### src/rtl/spi_cmd_engine.sv
// rtl/spi_cmd_engine.sv - decodes 32-bit bridge words into core commands and returns core responses
module spi_cmd_engine #(
  parameter int TIMEOUT_CYCLES = 1024,
  parameter int TIMEOUT_W      = 11
) (
  input  logic        clk,
  input  logic        reset,
  input  logic        rx_fifo_empty,
  output logic        bus_read,
  input  logic        bus_read_response,
  input  logic [31:0] bus_read_data,
  output logic        bus_write,
  input  logic        bus_write_response,
  output logic [31:0] bus_write_data,
  output logic        cmd_valid,
  input  logic        cmd_ready,
  output logic [7:0]  cmd_opcode,
  output logic [23:0] cmd_arg,
  output logic [31:0] cmd_operand,
  output logic        cmd_has_operand,
  input  logic        rsp_valid,
  output logic        rsp_ready,
  input  logic [31:0] rsp_data,
  output logic        err_timeout,
  output logic        busy
);

  typedef enum logic [3:0] {
    IDLE, CMD_WAIT, CMD_DRAIN, OP_WAIT, OP_DRAIN, ISSUE, RSP_WAIT, WR_WAIT, WR_DRAIN
  } state_t;

  localparam logic [TIMEOUT_W-1:0] TIMER_MAX = TIMEOUT_W'(TIMEOUT_CYCLES);

  state_t               state;
  state_t               state_next;
  logic                 rd_q;
  logic                 wr_q;
  logic                 rd_edge;
  logic                 wr_edge;
  logic [TIMEOUT_W-1:0] timer;
  logic                 timed_out;
  logic                 read_next;
  logic                 write_next;
  logic                 cap_cmd;
  logic                 cap_op;
  logic                 cap_rsp;
  logic                 timer_clr;

  // A bridge response may be held for several cycles; only its rising edge counts.
  assign rd_edge         = bus_read_response & ~rd_q;
  assign wr_edge         = bus_write_response & ~wr_q;
  assign timed_out       = (timer == TIMER_MAX);
  assign cmd_has_operand = cmd_opcode[7];
  assign busy            = (state != IDLE);

  // State register.
  always_ff @(posedge clk or negedge reset) begin
    if (!reset) state <= IDLE;
    else        state <= state_next;
  end

  // Next state, combinational handshake outputs and per-transition strobes.
  always_comb begin
    state_next  = state;
    read_next   = 1'b0;
    write_next  = 1'b0;
    cap_cmd     = 1'b0;
    cap_op      = 1'b0;
    cap_rsp     = 1'b0;
    timer_clr   = 1'b0;
    cmd_valid   = 1'b0;
    rsp_ready   = 1'b0;
    err_timeout = 1'b0;
    case (state)
      IDLE: begin
        if (!rx_fifo_empty) begin
          read_next  = 1'b1;
          state_next = CMD_WAIT;
        end
      end
      CMD_WAIT: begin
        if (rd_edge) begin
          cap_cmd    = 1'b1;
          state_next = CMD_DRAIN;
        end
      end
      CMD_DRAIN: begin
        if (!bus_read_response) begin
          if (cmd_opcode[7]) begin
            read_next  = 1'b1;
            timer_clr  = 1'b1;
            state_next = OP_WAIT;
          end else begin
            state_next = ISSUE;
          end
        end
      end
      OP_WAIT: begin
        if (rd_edge) begin
          cap_op     = 1'b1;
          state_next = OP_DRAIN;
        end else if (timed_out) begin
          err_timeout = 1'b1;
          state_next  = IDLE;
        end
      end
      OP_DRAIN: begin
        if (!bus_read_response) state_next = ISSUE;
      end
      ISSUE: begin
        cmd_valid = 1'b1;
        if (cmd_ready) state_next = cmd_opcode[6] ? RSP_WAIT : IDLE;
      end
      RSP_WAIT: begin
        if (rsp_valid) begin
          rsp_ready  = 1'b1;
          cap_rsp    = 1'b1;
          write_next = 1'b1;
          state_next = WR_WAIT;
        end
      end
      WR_WAIT: begin
        if (wr_edge) state_next = WR_DRAIN;
      end
      WR_DRAIN: begin
        if (!bus_write_response) state_next = IDLE;
      end
      default: state_next = IDLE;
    endcase
  end

  // Response edge history and one-cycle bus request pulses.
  always_ff @(posedge clk or negedge reset) begin
    if (!reset) begin
      rd_q      <= 1'b0;
      wr_q      <= 1'b0;
      bus_read  <= 1'b0;
      bus_write <= 1'b0;
    end else begin
      rd_q      <= bus_read_response;
      wr_q      <= bus_write_response;
      bus_read  <= read_next;
      bus_write <= write_next;
    end
  end

  // Operand timer: restarts on entry to OP_WAIT and saturates at the limit.
  always_ff @(posedge clk or negedge reset) begin
    if (!reset) begin
      timer <= '0;
    end else if (timer_clr) begin
      timer <= '0;
    end else if (state == OP_WAIT && !timed_out) begin
      timer <= timer + TIMEOUT_W'(1);
    end
  end

  // Captured command fields and outgoing response word; held until the next capture.
  always_ff @(posedge clk or negedge reset) begin
    if (!reset) begin
      cmd_opcode     <= '0;
      cmd_arg        <= '0;
      cmd_operand    <= '0;
      bus_write_data <= '0;
    end else begin
      if (cap_cmd) begin
        cmd_opcode  <= bus_read_data[31:24];
        cmd_arg     <= bus_read_data[23:0];
        cmd_operand <= '0;
      end
      if (cap_op)  cmd_operand    <= bus_read_data;
      if (cap_rsp) bus_write_data <= rsp_data;
    end
  end

endmodule

### config.mk
export PLATFORM = sky130hd
export DESIGN_NAME = spi_cmd_engine
export DESIGN_NICKNAME = d
export VERILOG_FILES = /design/src/rtl/spi_cmd_engine.sv
export SDC_FILE = /design/constraint.sdc
export NUM_CORES = 1
export LEC_CHECK = 0
export ABC_AREA = 1
export CELL_PAD_IN_SITES_DETAIL_PLACEMENT = 0
export CELL_PAD_IN_SITES_GLOBAL_PLACEMENT = 1
export CORE_MARGIN = 5
export CORE_UTILIZATION = 29
export DETAILED_ROUTE_END_ITERATION = 10
export PLACE_DENSITY_LB_ADDON = 0.15
export SLEW_MARGIN = 20
export SYNTH_ARGS = -nofsm -noshare
export SYNTH_HDL_FRONTEND = slang
export SYNTH_SLANG_ARGS = --single-unit
### constraint.sdc
create_clock -name clk -period 1.5 [get_ports clk]
set_input_delay 0.225 -clock clk [delete_from_list [all_inputs] [get_ports clk]]
set_output_delay 0.225 -clock clk [all_outputs]
set_load 0.01 [all_outputs]
* Word-level counts from Yosys, hierarchy flattened
Index checks and enable logic that the tools add are counted.
Cells by class: $add $sub $neg 1, multiply operators 0, div/mod/pow operators 0, order comparisons 0, eq/ne operators 18, shift-type cells 0, multiplexer cells 31, bitwise operators 4, reductions and logical operators 7
Operator list (count):
- two-way mux 32 bit | 2
- two-way mux 4 bit | 10
- one-hot mux 4 bit (9 select lines) | 1
- two-way mux 11 bit | 2
- == test 4 x 3 -> 1 bit (second input constant) | 4
- inequality test 2 bit (second input constant) | 8
- two-way mux 1 bit | 13
- adder 11 x 1 -> 11 bit (second input constant) | 1
- == test 11 bit (second input constant) | 1
- AND reduction 9 bit | 1
- == test 4 x 2 -> 1 bit (second input constant) | 2
- two-way mux 3 bit | 2
- == test 4 x 1 -> 1 bit (second input constant) | 1
- == test 4 bit (second input constant) | 1
- logical NOT 4 bit | 1
- nonzero test 2 bit | 2
- nonzero test 4 bit | 1
- inequality test 3 bit (second input constant) | 1
- bitwise AND 1 bit | 2
- inverter 1 bit | 2
- one-hot mux 1 bit (2 select lines) | 1
- logical AND 1 bit | 1
- logical NOT 1 bit | 1
Word-level totals: register bits after elaboration 115, latch bits 0, RAM bits 0, ROM bits 0, output and inout bits 103, word-level logic and storage cells 71, memories kept 0

* Depth between registers and ports, before layout
Gate-level depths: netlist of run 1.
depth after elaboration 6, mapped depth 11, gate-level depth less buffers 11

* Worst setup path after synthesis of run 1
Ideal clock, no wire load.
path kind reg2reg, from register timer[0], to register state[1], arrival time 1368 ps, data required time 1383 ps, setup slack 15 ps, cell stages (with the launch flop) 12, buffers on the path 0, cell sequence dfrtp_1 inv_1 ha_1 nand2_1 inv_1 nand2_1 o21bai_4 nand2_1 nand2_2 nand2_2 nand2_1 nand2_1
On the way: word-level cells in the longest chain between the ends 3
RTL lines:
- start, declared | RTL line 40 | logic [TIMEOUT_W-1:0] timer;
- start signal, assigned | RTL line 154 | timer <= timer + TIMEOUT_W'(1);
- == test 11 bit | RTL line 52 | assign timed_out = (timer == TIMER_MAX);
- inequality test 3 bit (no source line)
- AND reduction 9 bit (no source line)
- end signal, assigned | RTL line 59 | else state <= state_next;
- end, declared | RTL line 34 | state_t state;
Every way passes these cells. A chain may end at the register's enable or synchronous reset.

* Final worst setup path of run 1
from register state[3], to register cmd_arg[20]
On the way: word-level cells in the longest chain between the ends 2
RTL lines:
- == test 4 x 1 -> 1 bit | RTL line 74 | case (state)
- two-way mux 1 bit | RTL line 74
- end signal, assigned | RTL line 168 | cmd_arg <= bus_read_data[23:0];
- end, declared | RTL line 18 | output logic [23:0] cmd_arg,
Every way passes these cells.

==> impl_metrics.py, run 1 <==
metrics = {
    "timing": {
        "post-route-worst-setup-slack_ps": -299,
        "hold_vio_cnt_final": 0,
        "final.hold.worst_slack_ps": 304,
        "min_period_ps": 1800,
        "final_period_util_pct": 120,
        "worst_max_slew_pin_slew_ps": 471,
        "final-setup-viol-count": 84,
        "maxSlewHeadroom_pct": 68.6,
        "fin_worst_skew_ps": 8.31,
        "achievable-frequency_mhz": 556,
        "timing.final.max_slew_violations": 0,
        "rsz0062_at_grt": "yes",
    },
    "clock_tree": {
        "clock_tree.htree_level_count": 4,
        "cts_num_sinks": 115,
        "source_to_sink_clock_delay_at_the_later_pin_of_the_worst_skew_pair_ps": 420,
        "cts-root-buf": "clkbuf_16",
        "cts_buffer_depth": 2,
        "cts_inserted_buffers": 17,
        "cts_tree": "done",
        "reg_clk_slew_reported_paths_ps": 60,
    },
    "power": {
        "cellPowerDensity_nw_per_um2": 1840,
        "ir_worst_vdd_mv": 0.932,
        "power.static_leakage_nw": 4.67,
    },
    "logic_synthesis": {
        "synth.distinct_cells": 28,
        "synthesis.area_per_instance_um2": 8.78,
        "synth-warning-count": 0,
        "post_synth_instance_area_um2": 4860,
        "cell_count_after_synthesis": 554,
        "synth-seq-cells": 115,
        "synth.yosys.seq_area_share_pct": 59.2,
        "synth_nets": 627,
    },
    "finish": {
        "num-nets-final": 894,
        "fill_cells": 1457,
        "final_common_cell": "nand2_1",
        "area.growth.synth_to_final_pct": 90.3,
        "drive_above_1_share_pct": 36.0,
        "design_area_um2": 9260,
        "antenna_cells": 0,
        "commonest_non_fill_non_tap_cells_in_the_layout": "nand2_1 (129), dfrtp_1 (112), dlygate4sd2_1 (99)",
    },
    "critical_path": {
        "timing.critical_path.arrival_ps": 2100,
        "crit_path_max_fanout": 7,
        "critPathRequiredTime_ps": 1800,
        "type_of_destination_of_the_critical_path": "flip-flop",
        "criticalPathCategory": "flip-flop to flip-flop",
        "startpoint_type": "flip-flop",
    },
    "floorplan": {
        "number_of_placement_rows": 47,
        "initial_utilization_pct": 29.4,
        "core_area_um2": 16500,
        "die_height_um": 140,
        "die_width_um": 140,
        "num_io_pins": 174,
        "die-area_um2": 19500,
    },
    "detailed_routing": {
        "via_per_inst": 4.55,
        "route.vias.total": 4792,
        "detail-route-antenna-nets": 0,
        "remaining_drc_errors": 0,
        "drt_wl_total_mm": 17.4,
        "initialDrtViolationCount": 168,
        "avgRoutedWirePerCell_um": 16.5,
        "drt-pass1-iter-count": 4,
    },
    "global_routing": {
        "initial_antenna_violation_count": 0,
        "wire_length_of_the_first_global_routing_pass_mm": 27.2,
        "vias_in_the_first_global_route": 5040,
        "groute.usage.overall_pct": 17.9,
        "grt_start_max_net_pins": 87,
        "grt.overflow.total": 0,
    },
    "placement": {
        "placement.cell_area_um2": 7150,
        "gp_congestion": 0.804,
        "numPortBuffers": 173,
        "dpl.hpwl_mm": 9.97,
    },
    "run": {
        "max_cap_viol_count": 0,
    },
    "outcome": {
        "result_of_the_run": "finished, violations left",
        "violations_in_the_final_reports": "negative setup slack",
    },
    "min_path": {
        "hold_path_class": "primary input to flip-flop",
    },
}
==> state kept, by name, summed over array words and instances, names as in the netlist <==
name	count
bus_read	1
bus_write	1
bus_write_data	32
cmd_arg	24
cmd_opcode	8
cmd_operand	32
rd_q	1
state	4
timer	11
wr_q	1
==> logic make-up (layout without fill, tap and decap cells) <==
| logic type | Yosys count | after routing | share of synthesized area (%) |
|---|---|---|---|
| DFF | 115 | 115 | 59.2 |
| adders and majority gates | 2 | 2 | 0.514 |
| xor gates and xnor gates | 1 | 1 | 0.180 |
| and+or+nand+nor | 273 | 273 | 24.1 |
| AOI/OAI and AO/OA | 79 | 79 | 8.51 |
| buffers and inverters | 84 | 363 | 7.56 |
==> area by class of cell <==
| class | instances | area [um2] | share of cell area (%) |
|---|---|---|---|
| clock buffers | 23 | 488 | 5.27 |
| clock inverters | 8 | 149 | 1.61 |
| inverters | 59 | 241 | 2.61 |
| multi-input cells | 355 | 2320 | 25.1 |
| flip-flops and latches | 115 | 2880 | 31.1 |
| well taps | 220 | 275 | 2.97 |
| repair buffers | 273 | 2900 | 31.3 |
==> worst max-delay path: stages, from the launching register on <==
cell	delay (ps)
dfrtp_2	430
buf_6	130
nor2_4	120
buf_6	130
buf_6	100
buf_6	90
nand3_4	110
buf_12	160
buf_8	130
clkbuf_16	160
nand2_1	60
o21ai_1	60
==> report_power, final <==
| part | internal (mW) | switching (mW) |
|---|---|---|
| sequential | 4.40 | 0.922 |
| clock | 2.95 | 1.45 |
| combinational | 3.80 | 3.54 |
==> stage by stage <==
stage                     util (%)  worst slack (ps)  std cells  total power, mW  TNS (ps)
after global placement        43.3              -373        971             11.3    -19060
final                         56.0              -299       1053             17.1    -17530
after detailed placement      43.3              -394        971             11.4    -20460
after floorplan                  -              15.1        554             7.58         0
after CTS                     53.6              -299       1044             16.5    -14780
after global routing          56.0              -355       1053             18.1    -23140
==> metal layers <==
layer / up-vias / part of all wire [%] / global-route usage, %
met2: 141 / 51 / 30.5
li1: 2327 / - / -
met1: 2306 / 40 / 20.4
met5: - / 0 / 0
met4: 0 / 1.6 / 6.44
met3: 18 / 7.7 / 6.93
==> final timing paths <==
path | cells past startpoint | slack (ps) | end | start
hold reg to reg | 2 | 460 | bus_write_data[12] | bus_write_data[12]
hold / removal | 1 | 300 | wr_q | bus_write_response
max in group asynchronous | 3 | 720 | cmd_arg[0] | reset
setup / recovery | 11 | -300 | cmd_arg[20] | state[3]
setup reg to reg | 11 | -300 | cmd_arg[20] | state[3]
min in group asynchronous | 3 | 420 | state[2] | reset
==> synth_stat cells (all sizes together) <==
| cell type | number | share of area [%] |
|---|---|---|
| a21oi | 1 | 0.10 |
| buf | 20 | 2.6 |
| clkbuf | 5 | 0.39 |
| clkinv | 1 | 0.077 |
| dfrtp | 115 | 59 |
| ha | 2 | 0.51 |
| inv | 58 | 4.5 |
| nand2 | 177 | 14 |
| nand3 | 56 | 5.9 |
| nand3b | 1 | 0.15 |
| nand4 | 6 | 0.77 |
| nor2 | 24 | 2.5 |
| nor3 | 7 | 0.72 |
| nor3b | 1 | 0.15 |
| nor4 | 1 | 0.13 |
| o21ai | 75 | 7.7 |
| o21bai | 3 | 0.69 |
| xor2 | 1 | 0.18 |
==> repair_timing <==
| item | in CTS | in global routing |
|---|---|---|
| hold endpoints to repair | 115 | 0 |
| cloned | 17 | 2 |
| setup endpoints to repair | 210 | 116 |
| setup buffers | 25 | 11 |
| pin swaps | 40 | 18 |
| resized for setup | 270 | 93 |
| hold buffers | 1 | 0 |
Power figures use the tool's default switching activity.
==> run 2, diff against run 1 <==
--- a/config.mk
+++ b/config.mk
@@ -10,6 +10,7 @@
 export CELL_PAD_IN_SITES_GLOBAL_PLACEMENT = 1
 export CORE_MARGIN = 5
 export CORE_UTILIZATION = 29
+export CTS_CLUSTER_SIZE = 8
 export DETAILED_ROUTE_END_ITERATION = 10
 export PLACE_DENSITY_LB_ADDON = 0.15
 export SLEW_MARGIN = 20
==> results of run 2 <==
The final DEF is identical to that of run 1; final timing and power are the same.
==> run 3, diff against run 2 <==
--- a/config.mk
+++ b/config.mk
@@ -10,9 +10,8 @@
 export CELL_PAD_IN_SITES_GLOBAL_PLACEMENT = 1
 export CORE_MARGIN = 5
 export CORE_UTILIZATION = 29
-export CTS_CLUSTER_SIZE = 8
 export DETAILED_ROUTE_END_ITERATION = 10
-export PLACE_DENSITY_LB_ADDON = 0.15
+export PLACE_DENSITY = 0.85
 export SLEW_MARGIN = 20
 export SYNTH_ARGS = -nofsm -noshare
 export SYNTH_HDL_FRONTEND = slang
==> constraint.sdc (replaced) <==
create_clock -name clk -period 1.5 [get_ports clk]
set_input_delay 0.45 -clock clk [delete_from_list [all_inputs] [get_ports clk]]
set_output_delay 0.45 -clock clk [all_outputs]
set_load 0.01 [all_outputs]
==> run 3 against run 2 <==
Against the previous run: the flow still finishes with violations (negative setup slack); cell area is 1.6% lower; via count increased by 1.2%; total power decreased by 1.8%; core utilization shrank 0.92 points; first-iteration DRC count increased by 31%; clock skew up 3.8 ps; cell count up 1.7%; sequential power fell by 2%; critical path type is now flip-flop to primary output; largest cell class unchanged; highest routed layer unchanged.
==> impl_metrics.py, run 3 (synthesized netlist as in run 1, its figures left out) <==
metrics = {
    "outcome": {
        "result_of_the_run": "finished, violations left",
        "violations_in_the_final_reports": "negative setup slack",
    },
    "placement": {
        "gp_congestion": 0.809,
        "numPortBuffers": 173,
        "dpl.hpwl_mm": 9.96,
        "dp_worst_setup_slack_ps": -806,
    },
    "power": {
        "combinationalPowerShare_pct": 43.3,
        "seq_power_share_pct": 31.2,
        "internal_power_mw": 10.8,
        "clkPwrFrac_pct": 25.5,
        "power.static_leakage_nw": 4.57,
        "switchingPower_mw": 5.90,
        "ir_worst_vdd_mv": 1.11,
        "netSwitchingFraction_pct": 35.2,
        "cellPowerDensity_nw_per_um2": 1840,
    },
    "floorplan": {
        "die-area_um2": 19500,
        "initial_utilization_pct": 29.4,
        "core_area_um2": 16500,
        "num_io_pins": 174,
        "die_width_um": 140,
        "die_height_um": 140,
        "number_of_placement_rows": 47,
    },
    "detailed_routing": {
        "detail-route-antenna-nets": 0,
        "remaining_drc_errors": 0,
        "initialDrtViolationCount": 220,
        "route.vias.total": 4851,
        "drt-pass1-iter-count": 4,
        "avgRoutedWirePerCell_um": 16.5,
        "drt_wl_total_mm": 17.7,
        "via_per_inst": 4.53,
    },
    "timing": {
        "post-route-worst-setup-slack_ps": -486,
        "achievable-frequency_mhz": 503,
        "rsz0062_at_grt": "yes",
        "timing.final.max_slew_violations": 0,
        "final-setup-viol-count": 116,
        "min_period_ps": 1990,
        "worst_max_slew_pin_slew_ps": 315,
        "maxSlewHeadroom_pct": 78.9,
        "fin_worst_skew_ps": 12.1,
        "hold_vio_cnt_final": 0,
        "final_period_util_pct": 132,
        "final.hold.worst_slack_ps": 462,
    },
    "global_routing": {
        "wire_length_of_the_first_global_routing_pass_mm": 28.0,
        "vias_in_the_first_global_route": 4884,
        "grt.busiest_layer": "met2",
        "use_met1_pct": 22.7,
        "initial_antenna_violation_count": 0,
        "grt_use_met2_pct": 29.8,
        "grt.met3_usage_pct": 7.41,
        "grt.overflow.total": 0,
        "groute.usage.overall_pct": 18.3,
        "grt_start_max_net_pins": 38,
    },
    "clock_tree": {
        "reg_clk_slew_reported_paths_ps": 50,
        "cts_buffer_depth": 2,
        "cts_tree": "done",
        "cts-root-buf": "clkbuf_16",
        "cts_num_sinks": 115,
        "clock_tree.htree_level_count": 4,
        "source_to_sink_clock_delay_at_the_later_pin_of_the_worst_skew_pair_ps": 410,
        "cts_inserted_buffers": 17,
    },
    "finish": {
        "final_common_cell": "nand2_1",
        "area.growth.synth_to_final_pct": 87.1,
        "antenna_cells": 0,
        "fill_cells": 1466,
        "num-nets-final": 911,
        "drive_above_1_share_pct": 42.2,
        "commonest_non_fill_non_tap_cells_in_the_layout": "nand2_1 (138), dfrtp_1 (114), clkdlybuf4s50_1 (69)",
        "registers_with_the_most_flip_flops": "bus_write_data (32), cmd_operand (32), cmd_arg (24)",
    },
    "critical_path": {
        "worstSetupStartpoint": "state[2]",
        "type_of_destination_of_the_critical_path": "primary output",
        "startpoint_type": "flip-flop",
        "critPathRequiredTime_ps": 1050,
        "crit_path_max_fanout": 2,
        "criticalPathCategory": "flip-flop to primary output",
        "timing.critical_path.arrival_ps": 1540,
        "critical_path.reg2reg.startpoint": "state[2]",
        "worst-r2r-cell-count": 13,
    },
    "run": {
        "max_cap_viol_count": 0,
    },
    "min_path": {
        "holdCritStartpoint": "bus_write_data[19]",
        "hold_path_class": "flip-flop to flip-flop",
        "hold_depth": 2,
    },
}
==> run 3: changes by cell type in the layout (fill, tap and decap cells not counted), sizes merged <==
cell,previous run,this run
bufinv,4,3
clkinv,3,5
nand3,56,57
buf,102,182
dlygate4sd2,99,0
clkdlybuf4s15,0,13
clkinvlp,2,4
clkbuf,25,45
==> run 3: what timing repair did <==
| action | in CTS | in global routing |
|---|---|---|
| gates cloned | 25 | 0 |
| hold buffers | 1 | 0 |
| endpoints found under the hold margin | 15 | 0 |
| pin swaps | 47 | 8 |
| resized for setup | 482 | 69 |
| endpoints found under the setup margin | 214 | 166 |
| buffers inserted | 31 | 12 |
==> run 3: worst paths after layout <==
| check | slack (ps) | to |
|---|---|---|
| hold / removal | 460 | bus_write_data[19] |
| setup reg to reg | -450 | cmd_operand[29] |
| hold reg to reg | 460 | bus_write_data[19] |
| min in group asynchronous | 490 | timer[10] |
| setup / recovery | -490 | err_timeout |
| max in group asynchronous | 500 | bus_write_data[14] |
==> run 3: cell type report <==
cell class | instances | area, um2 | share of cell area [%]
Clock buffer | 21 | 480 | 5.28
Inverter | 59 | 239 | 2.63
Multi-Input combinational cell | 356 | 2130 | 23.4
Tap cell | 220 | 275 | 3.02
Sequential cell | 115 | 2880 | 31.6
Clock inverter | 11 | 151 | 1.66
Timing Repair Buffer | 289 | 2950 | 32.4
==> run 3: metrics by stage <==
step / TNS [ps] / instances / power [mW] / util [%] / area (um2)
after floorplan: -37.7 / 554 / 7.59 / - / 4880
after global placement: -51660 / 972 / 11.4 / 43.7 / 7210
after detailed placement: -53880 / 972 / 11.4 / 43.7 / 7210
after CTS: -15290 / 1060 / 16.9 / 55.7 / 9210
after global routing: -43970 / 1071 / 17.8 / 55.1 / 9100
final: -35340 / 1071 / 16.7 / 55.1 / 9100
==> run 3: metal layers <==
layer	wire length (um)	up-vias
li1	-	2359
met1	7390	2316
met2	8590	155
met3	1440	21
met4	276	0
met5	0	-
==> run 3: worst max-delay path: stages, from the launching register on <==
cell and delay, ps:
dfrtp_1 390, buf_6 130, nor2_4 140, nand2_4 90, nor4_4 230, buf_2 160
==> run 3: power by group through the flow <==
| stage | logic, mW | clock network [mW] | registers, mW |
|---|---|---|---|
| final | 7.25 | 4.26 | 5.23 |
| after global routing | 7.88 | 4.52 | 5.38 |
| after CTS | 7.31 | 4.35 | 5.20 |
| after detailed placement | 6.31 | 0 | 5.12 |
| after global placement | 6.26 | 0 | 5.10 |
| after floorplan | 1.89 | 0 | 5.70 |
